## src/rtl/sva_attempt_sched_if.sv

```systemverilog
`default_nettype none
// +----------------------------------------------------------------------------+
// | sva_attempt_sched_if                                                       |
// | Start/done, evaluator handshake and status bundle for sva_attempt_sched.   |
// | Optional macro: SVA_SCHED_TIMESTAMP_EN adds res_valid / res_ts.            |
// | Revision: 1.0                                                              |
// +----------------------------------------------------------------------------+
interface sva_attempt_sched_if #(
    parameter int NUM_SLOTS = 4,
    parameter int STATE_W   = 4,
    parameter int CNT_W     = 16,
    parameter int TS_W      = 8
);
    localparam int SW = $clog2(NUM_SLOTS);

    logic               start;
    logic               busy;
    logic               done;
    logic               eval_req;
    logic [SW-1:0]      eval_slot;
    logic [STATE_W-1:0] eval_state;
    logic               eval_ack;
    logic [STATE_W-1:0] eval_next_state;
    logic               eval_next_active;
    logic               eval_succ;
    logic               eval_fail;
    logic [CNT_W-1:0]   succ_cnt;
    logic [CNT_W-1:0]   fail_cnt;
    logic [SW:0]        active_cnt;
    logic               overflow;
`ifdef SVA_SCHED_TIMESTAMP_EN
    logic               res_valid;
    logic [TS_W-1:0]    res_ts;

    modport slave (
        input  start, eval_ack, eval_next_state, eval_next_active, eval_succ, eval_fail,
        output busy, done, eval_req, eval_slot, eval_state, succ_cnt, fail_cnt,
               active_cnt, overflow, res_valid, res_ts
    );
    modport master (
        output start, eval_ack, eval_next_state, eval_next_active, eval_succ, eval_fail,
        input  busy, done, eval_req, eval_slot, eval_state, succ_cnt, fail_cnt,
               active_cnt, overflow, res_valid, res_ts
    );
`else
    wire logic [TS_W-1:0] unused_ts = '0;

    modport slave (
        input  start, eval_ack, eval_next_state, eval_next_active, eval_succ, eval_fail,
        output busy, done, eval_req, eval_slot, eval_state, succ_cnt, fail_cnt,
               active_cnt, overflow
    );
    modport master (
        output start, eval_ack, eval_next_state, eval_next_active, eval_succ, eval_fail,
        input  busy, done, eval_req, eval_slot, eval_state, succ_cnt, fail_cnt,
               active_cnt, overflow
    );
`endif
endinterface
`default_nettype wire

```

## src/rtl/sva_attempt_sched.sv

```systemverilog
`default_nettype none
// +----------------------------------------------------------------------------+
// | sva_attempt_sched                                                          |
// | Per-sample scheduler: re-evaluates live assertion attempts, then spawns.   |
// | Optional macro: SVA_SCHED_TIMESTAMP_EN (per-slot start timestamps).        |
// | Revision: 1.0                                                              |
// +----------------------------------------------------------------------------+
module sva_attempt_sched #(
    parameter int NUM_SLOTS = 4,
    parameter int STATE_W   = 4,
    parameter int CNT_W     = 16,
    parameter int TS_W      = 8
) (
    input  wire logic          gclk,
    input  wire logic          grst,
    sva_attempt_sched_if.slave bus
);
    localparam int SW = $clog2(NUM_SLOTS);
    localparam int PW = SW + 1;
    localparam int CW = SW + 1;

    typedef enum logic [2:0] {
        IDLE      = 3'd0,
        SCAN      = 3'd1,
        REQ       = 3'd2,
        SPAWN     = 3'd3,
        SPAWN_REQ = 3'd4,
        DONE      = 3'd5
    } state_t;

    state_t             state_q;
    logic [NUM_SLOTS-1:0] active_q;
    logic [NUM_SLOTS-1:0] snap_q;
    logic [STATE_W-1:0] slot_st_q [NUM_SLOTS];
    logic [PW-1:0]      ptr_q;
    logic               busy_q;
    logic               done_q;
    logic               eval_req_q;
    logic               overflow_q;
    logic [SW-1:0]      eval_slot_q;
    logic [STATE_W-1:0] eval_state_q;
    logic [CNT_W-1:0]   succ_cnt_q;
    logic [CNT_W-1:0]   fail_cnt_q;

    logic               scan_hit, free_hit;
    logic [SW-1:0]      scan_idx, free_idx;
    logic [CW-1:0]      active_cnt_d;
    logic               ack, spawning;

    // Descending loops so the lowest qualifying index is the one that sticks.
    always_comb begin
        scan_hit = 1'b0;
        scan_idx = '0;
        free_hit = 1'b0;
        free_idx = '0;
        for (int i = NUM_SLOTS - 1; i >= 0; i--) begin
            if (snap_q[i] && (PW'(i) >= ptr_q)) begin
                scan_hit = 1'b1;
                scan_idx = SW'(i);
            end
            if (!active_q[i]) begin
                free_hit = 1'b1;
                free_idx = SW'(i);
            end
        end
    end

    always_comb begin
        active_cnt_d = '0;
        for (int i = 0; i < NUM_SLOTS; i++) begin
            active_cnt_d = active_cnt_d + CW'(active_q[i]);
        end
    end

    assign spawning = (state_q == SPAWN) || (state_q == SPAWN_REQ);
    assign ack      = bus.eval_ack && ((state_q == REQ) || spawning);

    always_ff @(posedge gclk or posedge grst) begin
        if (grst) begin
            state_q      <= IDLE;
            active_q     <= '0;
            snap_q       <= '0;
            ptr_q        <= '0;
            busy_q       <= 1'b0;
            done_q       <= 1'b0;
            eval_req_q   <= 1'b0;
            overflow_q   <= 1'b0;
            eval_slot_q  <= '0;
            eval_state_q <= '0;
            succ_cnt_q   <= '0;
            fail_cnt_q   <= '0;
            for (int i = 0; i < NUM_SLOTS; i++) begin
                slot_st_q[i] <= '0;
            end
        end else begin
            done_q <= 1'b0;
            case (state_q)
                IDLE: begin
                    if (bus.start) begin
                        snap_q  <= active_q;
                        ptr_q   <= '0;
                        busy_q  <= 1'b1;
                        state_q <= SCAN;
                    end
                end
                // Spawn selection lives here so the spawn request issues one
                // cycle after the last scan; all writebacks are already in active_q.
                SCAN: begin
                    if (scan_hit) begin
                        eval_req_q   <= 1'b1;
                        eval_slot_q  <= scan_idx;
                        eval_state_q <= slot_st_q[scan_idx];
                        state_q      <= REQ;
                    end else if (free_hit) begin
                        eval_req_q   <= 1'b1;
                        eval_slot_q  <= free_idx;
                        eval_state_q <= '0;
                        state_q      <= SPAWN;
                    end else begin
                        overflow_q <= 1'b1;
                        done_q     <= 1'b1;
                        state_q    <= DONE;
                    end
                end
                REQ: begin
                    if (bus.eval_ack) begin
                        eval_req_q <= 1'b0;
                        ptr_q      <= PW'(eval_slot_q) + 1'b1;
                        state_q    <= SCAN;
                    end
                end
                SPAWN, SPAWN_REQ: begin
                    if (bus.eval_ack) begin
                        eval_req_q <= 1'b0;
                        done_q     <= 1'b1;
                        state_q    <= DONE;
                    end else begin
                        state_q <= SPAWN_REQ;
                    end
                end
                DONE: begin
                    busy_q  <= 1'b0;
                    state_q <= IDLE;
                end
                default: state_q <= IDLE;
            endcase

            if (ack) begin
                if (bus.eval_next_active) begin
                    active_q[eval_slot_q]  <= 1'b1;
                    slot_st_q[eval_slot_q] <= bus.eval_next_state;
                end else begin
                    active_q[eval_slot_q] <= 1'b0;
                end
                if (bus.eval_fail) begin
                    if (fail_cnt_q != '1) fail_cnt_q <= fail_cnt_q + 1'b1;
                end else if (bus.eval_succ) begin
                    if (succ_cnt_q != '1) succ_cnt_q <= succ_cnt_q + 1'b1;
                end
            end
        end
    end

    assign bus.busy       = busy_q;
    assign bus.done       = done_q;
    assign bus.eval_req   = eval_req_q;
    assign bus.eval_slot  = eval_slot_q;
    assign bus.eval_state = eval_state_q;
    assign bus.succ_cnt   = succ_cnt_q;
    assign bus.fail_cnt   = fail_cnt_q;
    assign bus.active_cnt = active_cnt_d;
    assign bus.overflow   = overflow_q;

`ifdef SVA_SCHED_TIMESTAMP_EN
    logic [TS_W-1:0] sample_q;
    logic [TS_W-1:0] round_ts_q;
    logic [TS_W-1:0] slot_ts_q [NUM_SLOTS];

    always_ff @(posedge gclk or posedge grst) begin
        if (grst) begin
            sample_q   <= '0;
            round_ts_q <= '0;
            for (int i = 0; i < NUM_SLOTS; i++) begin
                slot_ts_q[i] <= '0;
            end
        end else begin
            if ((state_q == IDLE) && bus.start) begin
                round_ts_q <= sample_q;
                sample_q   <= sample_q + 1'b1;
            end
            if (ack && spawning && bus.eval_next_active) begin
                slot_ts_q[eval_slot_q] <= round_ts_q;
            end
        end
    end

    // A spawn that resolves on its first evaluation reports the current sample.
    assign bus.res_valid = ack && (bus.eval_succ || bus.eval_fail);
    assign bus.res_ts    = spawning ? round_ts_q : slot_ts_q[eval_slot_q];
`else
    wire logic [TS_W-1:0] unused_ts = '0;
`endif
endmodule
`default_nettype wire
```

## src/flat_wrapper.sv

```systemverilog
// flat-port wrapper written by rule: the top's interface ports become plain ports
module sva_attempt_sched_flat 
#(
    parameter int NUM_SLOTS = 4,
    parameter int STATE_W   = 4,
    parameter int CNT_W     = 16,
    parameter int TS_W      = 8
)
  (gclk, grst, bus_start, bus_eval_ack, bus_eval_next_state, bus_eval_next_active, bus_eval_succ, bus_eval_fail, bus_busy, bus_done, bus_eval_req, bus_eval_slot, bus_eval_state, bus_succ_cnt, bus_fail_cnt, bus_active_cnt, bus_overflow);
  sva_attempt_sched_if #(.NUM_SLOTS(NUM_SLOTS), .STATE_W(STATE_W), .CNT_W(CNT_W), .TS_W(TS_W)) bus_i ();
  input  wire logic gclk;
  input  wire logic grst;
  input wire logic [$bits(bus_i.start)-1:0] bus_start;
  input wire logic [$bits(bus_i.eval_ack)-1:0] bus_eval_ack;
  input wire logic [$bits(bus_i.eval_next_state)-1:0] bus_eval_next_state;
  input wire logic [$bits(bus_i.eval_next_active)-1:0] bus_eval_next_active;
  input wire logic [$bits(bus_i.eval_succ)-1:0] bus_eval_succ;
  input wire logic [$bits(bus_i.eval_fail)-1:0] bus_eval_fail;
  output wire logic [$bits(bus_i.busy)-1:0] bus_busy;
  output wire logic [$bits(bus_i.done)-1:0] bus_done;
  output wire logic [$bits(bus_i.eval_req)-1:0] bus_eval_req;
  output wire logic [$bits(bus_i.eval_slot)-1:0] bus_eval_slot;
  output wire logic [$bits(bus_i.eval_state)-1:0] bus_eval_state;
  output wire logic [$bits(bus_i.succ_cnt)-1:0] bus_succ_cnt;
  output wire logic [$bits(bus_i.fail_cnt)-1:0] bus_fail_cnt;
  output wire logic [$bits(bus_i.active_cnt)-1:0] bus_active_cnt;
  output wire logic [$bits(bus_i.overflow)-1:0] bus_overflow;
  assign bus_i.start = bus_start;
  assign bus_i.eval_ack = bus_eval_ack;
  assign bus_i.eval_next_state = bus_eval_next_state;
  assign bus_i.eval_next_active = bus_eval_next_active;
  assign bus_i.eval_succ = bus_eval_succ;
  assign bus_i.eval_fail = bus_eval_fail;
  assign bus_busy = bus_i.busy;
  assign bus_done = bus_i.done;
  assign bus_eval_req = bus_i.eval_req;
  assign bus_eval_slot = bus_i.eval_slot;
  assign bus_eval_state = bus_i.eval_state;
  assign bus_succ_cnt = bus_i.succ_cnt;
  assign bus_fail_cnt = bus_i.fail_cnt;
  assign bus_active_cnt = bus_i.active_cnt;
  assign bus_overflow = bus_i.overflow;
  sva_attempt_sched #(.NUM_SLOTS(NUM_SLOTS), .STATE_W(STATE_W), .CNT_W(CNT_W), .TS_W(TS_W)) u_core (.gclk(gclk), .grst(grst), .bus(bus_i));
endmodule
```

## config.mk

```make
export PLATFORM = sky130hd
export DESIGN_NAME = sva_attempt_sched_flat
export DESIGN_NICKNAME = d
export VERILOG_FILES = /design/src/rtl/sva_attempt_sched_if.sv /design/src/rtl/sva_attempt_sched.sv /design/src/flat_wrapper.sv
export SDC_FILE = /design/constraint.sdc
export NUM_CORES = 1
export LEC_CHECK = 0
export BUFFER_PORTS_ARGS = -buffer_cell sky130_fd_sc_hd__buf_4
export CAP_MARGIN = 0
export CORE_MARGIN = 5
export CORE_UTILIZATION = 37
export CTS_BUF_LIST = sky130_fd_sc_hd__clkbuf_4 sky130_fd_sc_hd__clkbuf_8
export DETAILED_ROUTE_END_ITERATION = 8
export GPL_ROUTABILITY_DRIVEN = 0
export GPL_TIMING_DRIVEN = 0
export HOLD_SLACK_MARGIN = 0.05
export PLACE_DENSITY = 0.58
export SETUP_SLACK_MARGIN = 0.1
export SLEW_MARGIN = 20
export SYNTH_ARGS = -nofsm -noshare
export SYNTH_HDL_FRONTEND = slang
export SYNTH_SLANG_ARGS = --single-unit
export TNS_END_PERCENT = 10
```

## constraint.sdc

```tcl
create_clock -name gclk -period 5.94 [get_ports gclk]
set_input_delay 0.297 -clock gclk [delete_from_list [all_inputs] [get_ports gclk]]
set_output_delay 0.297 -clock gclk [all_outputs]
set_load 0.01 [all_outputs]
```

==> results of run 1 <==
## power by group
group	total [uW]	switching, uW	internal, uW
clock	394	184	210
sequential	741	120	621
combinational	667	343	323
total	1800	648	1150
## through the flow
step | cells | area, sq um | worst slack, ns
6_report | 530 | 4620 | 3.71
4_1_cts | 530 | 4620 | 3.69
3_3_place_gp | 513 | 4390 | 2.84
2_1_floorplan | 322 | 3810 | 3.82
3_5_place_dp | 514 | 4410 | 4.05
5_1_grt | 530 | 4620 | 3.62
## worst paths after layout
path	end	slack (ns)	cells past startpoint
setup / recovery	bus_active_cnt[1]	3.71	4
hold / removal	u_core.slot_st_q[3]	0.22	2
setup reg to reg	u_core.bus.eval_slot[1]	4.02	4
hold reg to reg	u_core.bus.overflow	0.48	1
max in group asynchronous	u_core.snap_q[1]	4.84	4
min in group asynchronous	u_core.bus.fail_cnt[1]	0.52	3
## cell families after synthesis
| group | after synthesis |
|---|---|
| simple gates | 119 |
| buf+inv | 21 |
| compound gates | 45 |
| xor+xnor | 28 |
| flops | 72 |
| fa+ha+maj | 9 |
| mux | 28 |
## repair_timing
action	4_1_cts	5_1_grt
hold endpoints to repair	31	0
buffers inserted	0	0
hold buffers	1	0
## cells in the final DEF, fill, tap and decap left out, types with 3 or more instances in the layout
| cell | synthesis | routed |
|---|---|---|
| sky130_fd_sc_hd__nor4_2 | 6 | 6 |
| sky130_fd_sc_hd__a22o_1 | 3 | 3 |
| sky130_fd_sc_hd__nand2_1 | 17 | 17 |
| sky130_fd_sc_hd__nor2_1 | 11 | 11 |
| sky130_fd_sc_hd__a21oi_1 | 3 | 3 |
| sky130_fd_sc_hd__inv_1 | 14 | 13 |
| sky130_fd_sc_hd__nand4_2 | 3 | 3 |
| sky130_fd_sc_hd__dfrtp_1 | 72 | 72 |
| sky130_fd_sc_hd__ha_1 | 8 | 8 |
| sky130_fd_sc_hd__xnor2_1 | 3 | 3 |
| sky130_fd_sc_hd__nand3_2 | 4 | 4 |
| sky130_fd_sc_hd__clkbuf_1 | 3 | 3 |
| sky130_fd_sc_hd__o221ai_1 | 4 | 4 |
| sky130_fd_sc_hd__mux2i_1 | 5 | 5 |
| sky130_fd_sc_hd__xor2_1 | 25 | 25 |
| sky130_fd_sc_hd__nor3b_1 | 6 | 6 |
| sky130_fd_sc_hd__buf_4 | 2 | 57 |
| sky130_fd_sc_hd__mux2_2 | 21 | 21 |
| sky130_fd_sc_hd__a41oi_1 | 5 | 5 |
| sky130_fd_sc_hd__nor3_1 | 15 | 15 |
| sky130_fd_sc_hd__a31oi_1 | 3 | 3 |
| sky130_fd_sc_hd__clkbuf_8 | 0 | 10 |
| sky130_fd_sc_hd__nand2b_1 | 5 | 5 |
| sky130_fd_sc_hd__or4bb_1 | 4 | 4 |
| sky130_fd_sc_hd__nand3_1 | 15 | 15 |
| sky130_fd_sc_hd__nor4_1 | 4 | 4 |
| sky130_fd_sc_hd__and4_1 | 4 | 4 |
| sky130_fd_sc_hd__o21ai_0 | 10 | 10 |
## sequential cells by signal (all words and copies together) (netlist names), 2 cells and up, named ones only
register	cells
u_core.bus.fail_cnt	16
u_core.bus.succ_cnt	16
u_core.slot_st_q	16
u_core.bus.eval_state	4
u_core.snap_q	4
u_core.ptr_q	3
u_core.state_q	3
u_core.bus.eval_slot	2
## routing by layer
metal,track usage (%),vias up,wire length (microns)
met5,0,-,0
met4,4.70,0,63
met3,3.04,4,354
met2,22.6,58,4080
met1,18.9,1333,4000
li1,-,1321,-
## worst max-delay path: stages, from the launching register on
cell and delay [ns]:
sky130_fd_sc_hd__dfrtp_1 0.46, sky130_fd_sc_hd__ha_1 0.34, sky130_fd_sc_hd__fa_1 0.37, sky130_fd_sc_hd__ha_1 0.29, sky130_fd_sc_hd__buf_4 0.15
## final cells by class
cell class,instances,area (sq um),share of cell area [%]
clock buffers,11,145,3.14
flip-flops and latches,72,1800,39.0
plain buffers,7,36.3,0.785
inverters,14,55.1,1.19
well taps,136,170,3.68
multi-input cells,229,1920,41.4
clock inverters,4,55.1,1.19
repair buffers,57,443,9.58
==> impl.org, run 1 <==
** Outcome
- Run status :: finished clean

** Timing
- Highest clock frequency the design can meet :: 449 MHz
- After layout, the worst path uses 37.5% of the clock period.
- Aggregate negative setup slack :: 0 ns
- Post-route worst hold slack :: 0.222 ns
- The routed design could run at a clock period as short as ~2.2 ns.
- Across the routed clock network, the largest skew measured is between 0.01 and 0.015 ns.
- Pin slew with the least headroom to its limit :: 0.754 ns
- The final number of hold-violating endpoints was 0.
- Unrepaired setup endpoints after global routing :: false
- Relative slew slack :: roughly half
- Final setup vio count :: 0
- The count of pins over their slew limit was 0.

** Setup path
- The worst register-to-register path begins at u_core.ptr_q[2].
- Critical path data required time :: ~5.6 ns
- The worst setup path is captured at an output pin.
- STA puts the critical path data arrival time at a little under 2 ns.
- Worst setup path class :: flop to output pin
- Maximum fanout count along the critical path :: 6
- The worst setup path is launched from a flop.

** Logic synthesis
- The biggest area contributor in the post-synthesis netlist is sky130_fd_sc_hd__dfrtp_1.
- After synthesis, the most frequently instantiated cells are sky130_fd_sc_hd__dfrtp_1 (72), sky130_fd_sc_hd__xor2_1 (25), sky130_fd_sc_hd__mux2_2 (21), sky130_fd_sc_hd__nand2_1 (17).
- Asr flop ratio synth :: 100%
- Yosys mapped the design onto 62 distinct sky130hd cell types.
- Number of enable flip-flop cells after synthesis :: 0
- Main combinational cell family by area after synthesis :: simple AND/OR/NAND/NOR gates
- Count of warnings emitted by yosys :: 0
- Summing the areas of all compound-gate instances in the mapped netlist gives between 10 and 15% of the synthesized area.
- Simple-gate share of the synthesized area :: about 22%
- In the synthesized netlist the dominant register cell turns out to be sky130_fd_sc_hd__dfrtp_1.
- Counting every net in the synthesized netlist gives around 340.
- Adder and majority gate portion of the synthesized area :: under 10%
- Leading cell types by total area after synthesis :: sky130_fd_sc_hd__dfrtp_1 (47%), sky130_fd_sc_hd__mux2_2 (6.2%), sky130_fd_sc_hd__xor2_1 (5.8%)
- Counting flops and latches in the post-synthesis netlist gives 72.
- In the synthesized netlist, the number of instances is approximately 320.
- Post-Syn Area :: roughly 3800 sq um
- Avg Cell Area, Syn :: 11.8 sq um
- Sequential cell area fraction in the yosys report :: a little under half
- Most common cell in the synthesized netlist :: sky130_fd_sc_hd__dfrtp_1
- Multiplexer fraction of the synthesized cell area :: 8.32%
- After Yosys synthesis, XOR and XNOR cells account for about 6.4% of the synthesized area.
- After synthesis, the largest area contributor takes up a little under half of total cell area.

** GRT
- After global routing the overflow that remains totals 0.
- Maximum number of pins on one net before global-route repair :: 42
- Initial antenna violation count :: 0
- The number of global-route vias before repair is around 2800.
- Global-route wire length before repair :: between 10000 and 15000 microns
- Global routing consumed, over all layers together, between 10 and 15% of the routing resources.

** Floorplanning
- The die covers between 10000 and 15000 sq um.
- The total area inside the core boundary comes to ~10000 sq um.
- From left edge to right edge, the die measures 111 microns.
- Std cell rows :: 37
- The initial utilization of the core area, before any placement, comes to 37.4%.
- Overall die height :: 111 microns
- I/O pin count :: 56

** Clock network
- Counting along the longest clock path gives a buffer depth of 2.
- Clock tree synthesis found a total of 72 sinks.
- In this run, CTS created clock tree buffers numbering 9.
- Clock tree from TritonCTS :: built
- Root Buffer Master :: sky130_fd_sc_hd__clkbuf_8
- For the worst-skew pair, the clock arrives at the later sink with an insertion delay of between 0.3 and 0.4 ns.
- Clk pin slew, worst setup/hold paths :: around 0.08 ns
- CTS built an H-tree with a depth of 3.
- The number of gates resized after CTS was 0.

** Hold path
- Hold Crit Start :: bus_eval_next_state[3]
- Class of the tightest hold or removal check :: input port to flop

** Detailed routing
- The final route contains between 2000 and 3000 vias.
- After detailed routing, the total wire length is approximately 8500 microns.
- Using the TritonRoute via totals, the vias-per-cell ratio works out to around 5.1.
- For this run, the detailed router's first-pass iteration total came to 4.
- DRC viols :: 0
- After detailed routing, the average wire length per cell comes to roughly 16 microns.
- Once detail routing completed, the nets flagged for antenna violations numbered 0.
- For this block, the initial DRC count from the detailed router was 54.

** Pwr
- For this design the static power due to leakage is between 0.002 and 0.0025 uW.
- Peak supply drop :: 0.188 mV
- Dividing total power by cell area gives a power density of between 300 and 400 nW/um^2.
- Total power :: around 1800 uW

** Finish
- For this run, the share of the core covered by cells in the final layout is a little under half.
- Counting the fill cells in the layout gives 989.
- Share of final-layout standard cells stronger than drive strength 1 :: about a third
- Post-layout nets :: 410
- Signed area change from the synthesized netlist to the final layout :: 21.4%
- Count of inserted antenna diode cells :: 0

** Placement
- DPL Wire Length :: just over 6000 microns
- Number of buffers inserted by port buffering :: 55

** Job
- Across the run, the number of max-cap violations was 0.
No activity file was read; power rests on OpenSTA's default activity.
==> inputs of run 2 (changes only) <==
- clock period: 5.94 -> 2.1 ns (I/O delays scaled with it)
==> impl.org, run 2 (synthesized netlist as in run 1, its figures left out) <==
** Outcome
- The flow ran to the end, and the final reports show no timing, DRC or antenna violations.

** GRT
- Maximum number of pins on one net before global-route repair :: 42 (unchanged)
- Overall global routing resource usage :: 14.1% (+0.056 points)
- The first-pass GRT wire length is 14300 microns (+0.29%).
- Vias in the first global route :: 2836 (+0.75%)
- The remaining global-route overflow was 0 (unchanged).
- Initial antenna violation count :: 0 (unchanged)

** Setup path
- The register-to-register setup slack came to 0.17 ns (-3.85 ns).
- Number of cells on the worst reg-to-reg path :: 4 (unchanged)
- The data required time at the worst endpoint is 2.31 ns (-3.33 ns).
- The worst register-to-register path ends at u_core.bus.eval_state[2].
- The data arrival at the endpoint of the critical path was 2.14 ns (+0.21 ns).
- Walking the worst path, the cells encountered are clkbuf_1 > a211oi_1 > or3_1 > o221ai_1.
- STA classifies the critical path startpoint as a flop.
- The worst setup path is captured at a flop.
- Maximum fanout count along the critical path :: 9 (+3)
- Peak per-stage delay on the critical path :: 0.72 ns (+0.26 ns)
- The critical path in this run is classified as flop to flop.
- The worst register-to-register path begins at u_core.ptr_q[2].
- The largest individual stage delay along the critical path comes from the cell sky130_fd_sc_hd__a211oi_1.

** Finish
- The proportion of layout cells with a drive suffix above 1 came to 34.3% (+0.75 points).
- Post-layout nets :: 416 (+1.5%)
- Top library cells by usage in the layout, fill and taps aside :: sky130_fd_sc_hd__dfrtp_1 (70), sky130_fd_sc_hd__buf_4 (59), sky130_fd_sc_hd__xor2_1 (25)
- Most common cell after layout, fill and taps aside :: sky130_fd_sc_hd__dfrtp_1
- From synthesis to final layout, the design area changed by 23.3%.
- Count of inserted antenna diode cells :: 0 (unchanged)

** Pwr
- Peak supply drop :: 0.544 mV (+190%)
- The leakage power of the design came to 0.00223 uW (+1.1%).
- The areal power density over the cells was 1100 nW/um^2 (+180%).

** Hold path
- The number of cells on the worst hold path came to 3 (+1).
- For hold timing, the worst endpoint is u_core.bus.done.
- In this run the worst hold path is classified as input port to flop.
- In this run the most critical hold path is launched from bus_eval_ack.

** Floorplanning
- Die area :: 12400 sq um (unchanged)
- Overall die height :: 111 microns (unchanged)
- Std cell rows :: 37 (unchanged)
- Area of the core region :: 10200 sq um (unchanged)
- Horizontal die dimension :: 111 microns (unchanged)
- Starting density of the core :: 37.4% (unchanged)
- I/O pin count :: 56 (unchanged)

** Detailed routing
- The remaining routing DRC violations came to 0 (unchanged).
- The vias after detailed routing is 2734 (+0.66%).
- Routed wire length :: 8530 microns (+0.36%)
- The violation count after the first detailed-route iteration came to 55 (+1.9%).
- The detailed-route vias per instance is 5.10 (-0.46%).
- Length of the first detailed-routing pass in iterations :: 4 (unchanged)
- Post-detailed-route count of antenna-violating nets :: 0 (unchanged)
- Wirelength per Cell :: 15.9 microns (-0.76%)

** Timing
- The worst slew margin relative to its limit was 47.6% (-1.9 points).
- The setup TNS is 0 ns (unchanged).
- The transition time at the pin with the least slew margin is 0.781 ns (+0.0277 ns).
- The worst-case clock skew came to 0.0147 ns (+0.00172 ns).
- Unrepaired setup endpoints after global routing :: false
- The total of endpoints with negative setup slack in the final report is 0 (unchanged).
- The post-route worst hold slack came to 0.101 ns (-0.121 ns).
- The final number of hold-violating endpoints came to 0 (unchanged).
- Derived from the worst setup path, the maximum achievable clock frequency is between 500 and 600 MHz.
- Of the available clock period, the critical path in the final layout requires between 90 and 100%.
- The smallest clock period supported by the final layout is computed as approximately 1.9 ns.
- The count of pins over their slew limit was 0 (unchanged).

** Placement
- The detailed placement HPWL came to 6190 microns (unchanged).
- The count of input and output buffers was 55 (unchanged).

** Clock network
- Buffer depth of the longest clock path :: 2 (unchanged)
- The number of clock sinks seen by CTS came to 72 (unchanged).
- The TritonCTS buffer count came to 9 (unchanged).
- Clock latency reported for the late side of the worst-skew pair :: 0.34 ns (about the same)
- Clk pin slew, worst setup/hold paths :: 0.08 ns (about the same)
- The tree is rooted in a sky130_fd_sc_hd__clkbuf_8.
- CTS H-Tree Depth :: 3 (unchanged)
- TritonCTS built the clock tree.

** Job
- Count of max-cap constraint violations :: 0 (unchanged)
run 2: cell count changes in the layout (fill, tap and decap cells not counted):
| cell | before | now |
|---|---|---|
| sky130_fd_sc_hd__dlygate4sd3_1 | 1 | 5 |
| sky130_fd_sc_hd__dfrtp_2 | 0 | 2 |
| sky130_fd_sc_hd__ha_4 | 0 | 1 |
| sky130_fd_sc_hd__ha_1 | 8 | 7 |
| sky130_fd_sc_hd__buf_4 | 57 | 59 |
| sky130_fd_sc_hd__dfrtp_1 | 72 | 70 |
run 2: metrics by stage:
| step | utilization [%] | std cells | total power [uW] | worst slack [ns] | cell area [sq um] |
|---|---|---|---|---|---|
| global placement | 43.1 | 513 | 3970 | -0.808 | 4390 |
| global route | 46.1 | 536 | 5550 | 0.104 | 4690 |
| finish | 46.1 | 536 | 5160 | 0.167 | 4690 |
| CTS | 45.9 | 536 | 5200 | 0.115 | 4680 |
| floorplan | - | 322 | 3350 | 0.170 | 3810 |
| detailed placement | 43.3 | 514 | 4030 | 0.211 | 4410 |
run 2: worst max path at each step:
stage / startpoint / endpoint / cells after the start
after floorplan: grst / asynchronous set/reset pin / 1
after global placement: grst / u_core.snap_q[0] / 2
after detailed placement: u_core.ptr_q[2] / u_core.bus.eval_slot[1] / 4
after CTS: flop / bus_active_cnt[1] / 4
after global routing: u_core.ptr_q[2] / u_core.bus.eval_state[1] / 4
final: u_core.ptr_q[2] / u_core.bus.eval_state[2] / 4
run 2: layout make-up:
class	instances	area, sq um
clock buffers	11	145
fillers	985	5490
inverters	14	55.1
clock inverters	4	55.1
multi-input cells	229	1930
well taps	136	170
plain buffers	7	36.3
flip-flops and latches	72	1800
repair buffers	63	498
run 2: what timing repair did:
| action | in CTS | in global routing |
|---|---|---|
| hold buffers | 5 | 0 |
| gates resized for setup | 2 | 1 |
| setup buffers | 2 | 0 |
| endpoints found under the hold margin | 47 | 0 |
| setup endpoints to repair | 1 | 1 |
run 2: per-layer routing:
| layer | vias to the layer above | global-route usage [%] | share of wire (%) |
|---|---|---|---|
| li1 | 1333 | - | - |
| met1 | 1336 | 18.9 | 47 |
| met2 | 55 | 22.7 | 47 |
| met3 | 10 | 3.10 | 4.1 |
| met4 | 0 | 4.70 | 1.3 |
| met5 | - | 0 | 0 |
run 2: worst max-delay path: cells and delay by family (launching register included):
kind	cells	cell delay, ns
simple gates	1	0.33
compound gates	2	0.88
buf+inv	1	0.23
flops	1	0.36
run 2: where the power goes:
part	switching (uW)	internal [uW]	total, uW
Sequential	328	1760	2090
Clock	529	593	1120
Combinational	1000	953	1950
==> inputs of run 3 (changes only) <==
- CORE_MARGIN: 5 -> not set
==> impl.org, run 3 (synthesized netlist as in run 1, its figures left out) <==
** Finish
- Share of final-layout standard cells stronger than drive strength 1 :: 34.5% (+0.25 points)
- The number of antenna repair diodes came to 0 (unchanged).
- The library cell used most frequently in the layout, excluding fill and tap cells, is sky130_fd_sc_hd__dfrtp_1.
- The layout filler cell count is 937 (-4.9%).
- Finished Layout Cells :: 533 (-0.56%)
- Post-layout nets :: 416 (unchanged)
- The library cells used most frequently in the layout, excluding fill and tap cells, are sky130_fd_sc_hd__dfrtp_1 (70), sky130_fd_sc_hd__buf_4 (59), sky130_fd_sc_hd__xor2_1 (25).
- The area growth from synthesis to layout is 23.1%.

** Timing
- Relative slew slack :: 57.3% (+9.6 points)
- Aggregate negative setup slack :: 0 ns (unchanged)
- The post-route fraction of the period consumed by the critical path came to 91.7% (-0.33 points).
- The total of endpoints with negative setup slack in the final report came to 0 (unchanged).
- Unrepaired setup endpoints after global routing :: false
- The count of pins over their slew limit was 0 (unchanged).
- The worst-case clock skew is 0.00892 ns (-0.00582 ns).
- The transition time at the pin with the least slew margin was 0.641 ns (-0.140 ns).
- Time the final worst path needs with I/O delays and setup :: 1.93 ns (-0.00701 ns)
- The upper clock frequency limit was 519 MHz (+0.36%).
- Post-route worst hold slack :: 0.0837 ns (-0.0170 ns)
- Count of final hold-check violations :: 0 (unchanged)

** GRT
- Maximum number of pins on one net before global-route repair :: 54 (+29%)
- The first-pass GRT wire length came to 13600 microns (-5.0%).
- Grt total ovfl :: 0 (unchanged)
- The total routing resource utilization after global routing was 16.9% (+2.8 points).
- The initial antenna violation count came to 0 (unchanged).
- Vias in the first global route :: 2684 (-5.4%)

** Detailed routing
- Drt first-iter violations :: 53 (-3.6%)
- The average routed wire per standard cell came to 15.7 microns (-1.1%).
- Routed vias/inst :: 5.19 (+1.7%)
- Post-detailed-route count of antenna-violating nets :: 0 (unchanged)
- Routed vias :: 2765 (+1.1%)
- Routed wire length :: 8380 microns (-1.7%)
- The remaining routing DRC violations is 0 (unchanged).
- The detailed-router iteration count before antenna repair is 4 (unchanged).

** Floorplanning
- Horizontal die dimension :: 103 microns (-7.2%)
- The core box area was 9860 sq um (-3.1%).
- Overall die height :: 103 microns (-7.2%)
- The count of boundary I/O pins came to 56 (unchanged).
- Starting density of the core :: 38.6% (+1.2 points)
- The floorplan die area was 10700 sq um (-14%).
- The number of core rows came to 36 (-2.7%).

** Hold path
- Class of the tightest hold or removal check :: input port to flop
- The number of cells on the worst hold path came to 3 (unchanged).

** Clock network
- The clock-pin slew on the worst setup and hold paths was 0.08 ns (about the same).
- Clock tree from TritonCTS :: built
- Clock latency reported for the late side of the worst-skew pair :: 0.34 ns (about the same)
- CTS H-Tree Depth :: 3 (unchanged)
- Root Buffer Master :: sky130_fd_sc_hd__clkbuf_8
- Number of buffers created by CTS :: 9 (unchanged)
- The clock tree buffer depth came to 2 (unchanged).
- Clock sink count :: 72 (unchanged)

** Setup path
- R2R Path End :: u_core.bus.eval_slot[1]
- Kind of cell adding the most delay to the critical path :: adder cells
- The delay contributed by the slowest stage of the critical path was 0.44 ns (-0.28 ns).
- Among all stages on the critical path, the largest delay is contributed by sky130_fd_sc_hd__dfrtp_2.
- Following the worst setup path forward leads to its endpoint at bus_active_cnt[1].
- Maximum fanout count along the critical path :: 2 (-7)
- The register-to-register setup slack was 0.19 ns (+0.02 ns).
- The sum of buffers and inverters on the critical path is 1 (unchanged).
- Kind of end point of the critical path :: output pin
- Cell count along the critical path :: 4 (unchanged)
- CP Data Arrival Time :: 1.82 ns (-0.32 ns)
- Number of cells on the worst reg-to-reg path :: 4 (unchanged)
- The data required time at the worst endpoint is 2.00 ns (-0.31 ns).
- Sequence of cells on the critical path :: ha_4 > fa_1 > ha_1 > buf_4
- The worst setup path is launched from a flop.
- The worst setup path is of the flop to output pin kind.
- The worst register-to-register path begins at u_core.ptr_q[2].

** Pwr
- Peak supply drop :: 0.638 mV (+17%)
- The leakage power of the design came to 0.00223 uW (about the same).
- Cell Pwr Density :: 1090 nW/um^2 (-0.67%)

** Placement
- DPL Wire Length :: 6030 microns (-2.6%)
- The count of input and output buffers was 55 (unchanged).
- The number of placed cells counting well taps is 511 (-0.58%).

** Outcome
- Run status :: finished clean

** Job
- The max-capacitance violation count is 0 (unchanged).
## run 3: worst min path at each step
stage               slack, ns                endpoint                    from
global route              0.1         u_core.bus.done            bus_eval_ack
detailed placement       0.09  u_core.bus.succ_cnt[0]                    grst
floorplan                0.26     u_core.slot_st_q[0]  bus_eval_next_state[0]
global placement         0.38     u_core.slot_st_q[1]  bus_eval_next_state[1]
finish                   0.08         u_core.bus.done            bus_eval_ack
CTS                      0.07         u_core.bus.done            bus_eval_ack
## run 3: power by group
part / leakage (uW) / internal [uW] / switching, uW
Combinational: 0.00120 / 957 / 1000
Sequential: 0.000931 / 1760 / 326
Clock: 0.0000948 / 538 / 537
Total: 0.00223 / 3260 / 1870
## run 3: worst min-delay path, stage by stage
cell and delay [ns]:
sky130_fd_sc_hd__buf_4 0.12, sky130_fd_sc_hd__a31oi_1 0.09, sky130_fd_sc_hd__o21ai_0 0.08
## run 3: stage by stage
stage	area, sq um	setup slack, ns	utilization, %	power [uW]
5_1_grt	4690	0.115	47.5	5480
4_1_cts	4680	0.142	47.5	5170
2_1_floorplan	3810	0.170	-	3350
3_3_place_gp	4390	-0.817	44.5	3960
6_report	4690	0.174	47.5	5120
3_5_place_dp	4420	0.172	44.8	4020
## run 3: layout make-up
type,count,area [sq um],area share [%]
Inverter,14,55.1,1.17
Tap cell,133,166,3.55
Buffer,7,36.3,0.774
Clock buffer,9,124,2.64
Clock inverter,6,61.3,1.31
Sequential cell,72,1800,38.5
Timing Repair Buffer,63,505,10.8
Multi-Input combinational cell,229,1930,41.3
## run 3: per-layer routing
metal | routed length (microns) | up-vias | track usage (%)
li1 | - | 1340 | -
met3 | 262 | 9 | 3.09
met4 | 104 | 0 | 6.50
met1 | 3980 | 1363 | 22.1
met2 | 4030 | 53 | 27.9
met5 | 0 | - | 0
## run 3: what timing repair did
action                     4_1_cts  5_1_grt
pin swaps                        0        0
gates resized for setup          3        1
hold buffers                     5        0
setup endpoints to repair        1        4
setup buffers                    2        0
cloned                           0        0
hold endpoints to repair        41        0
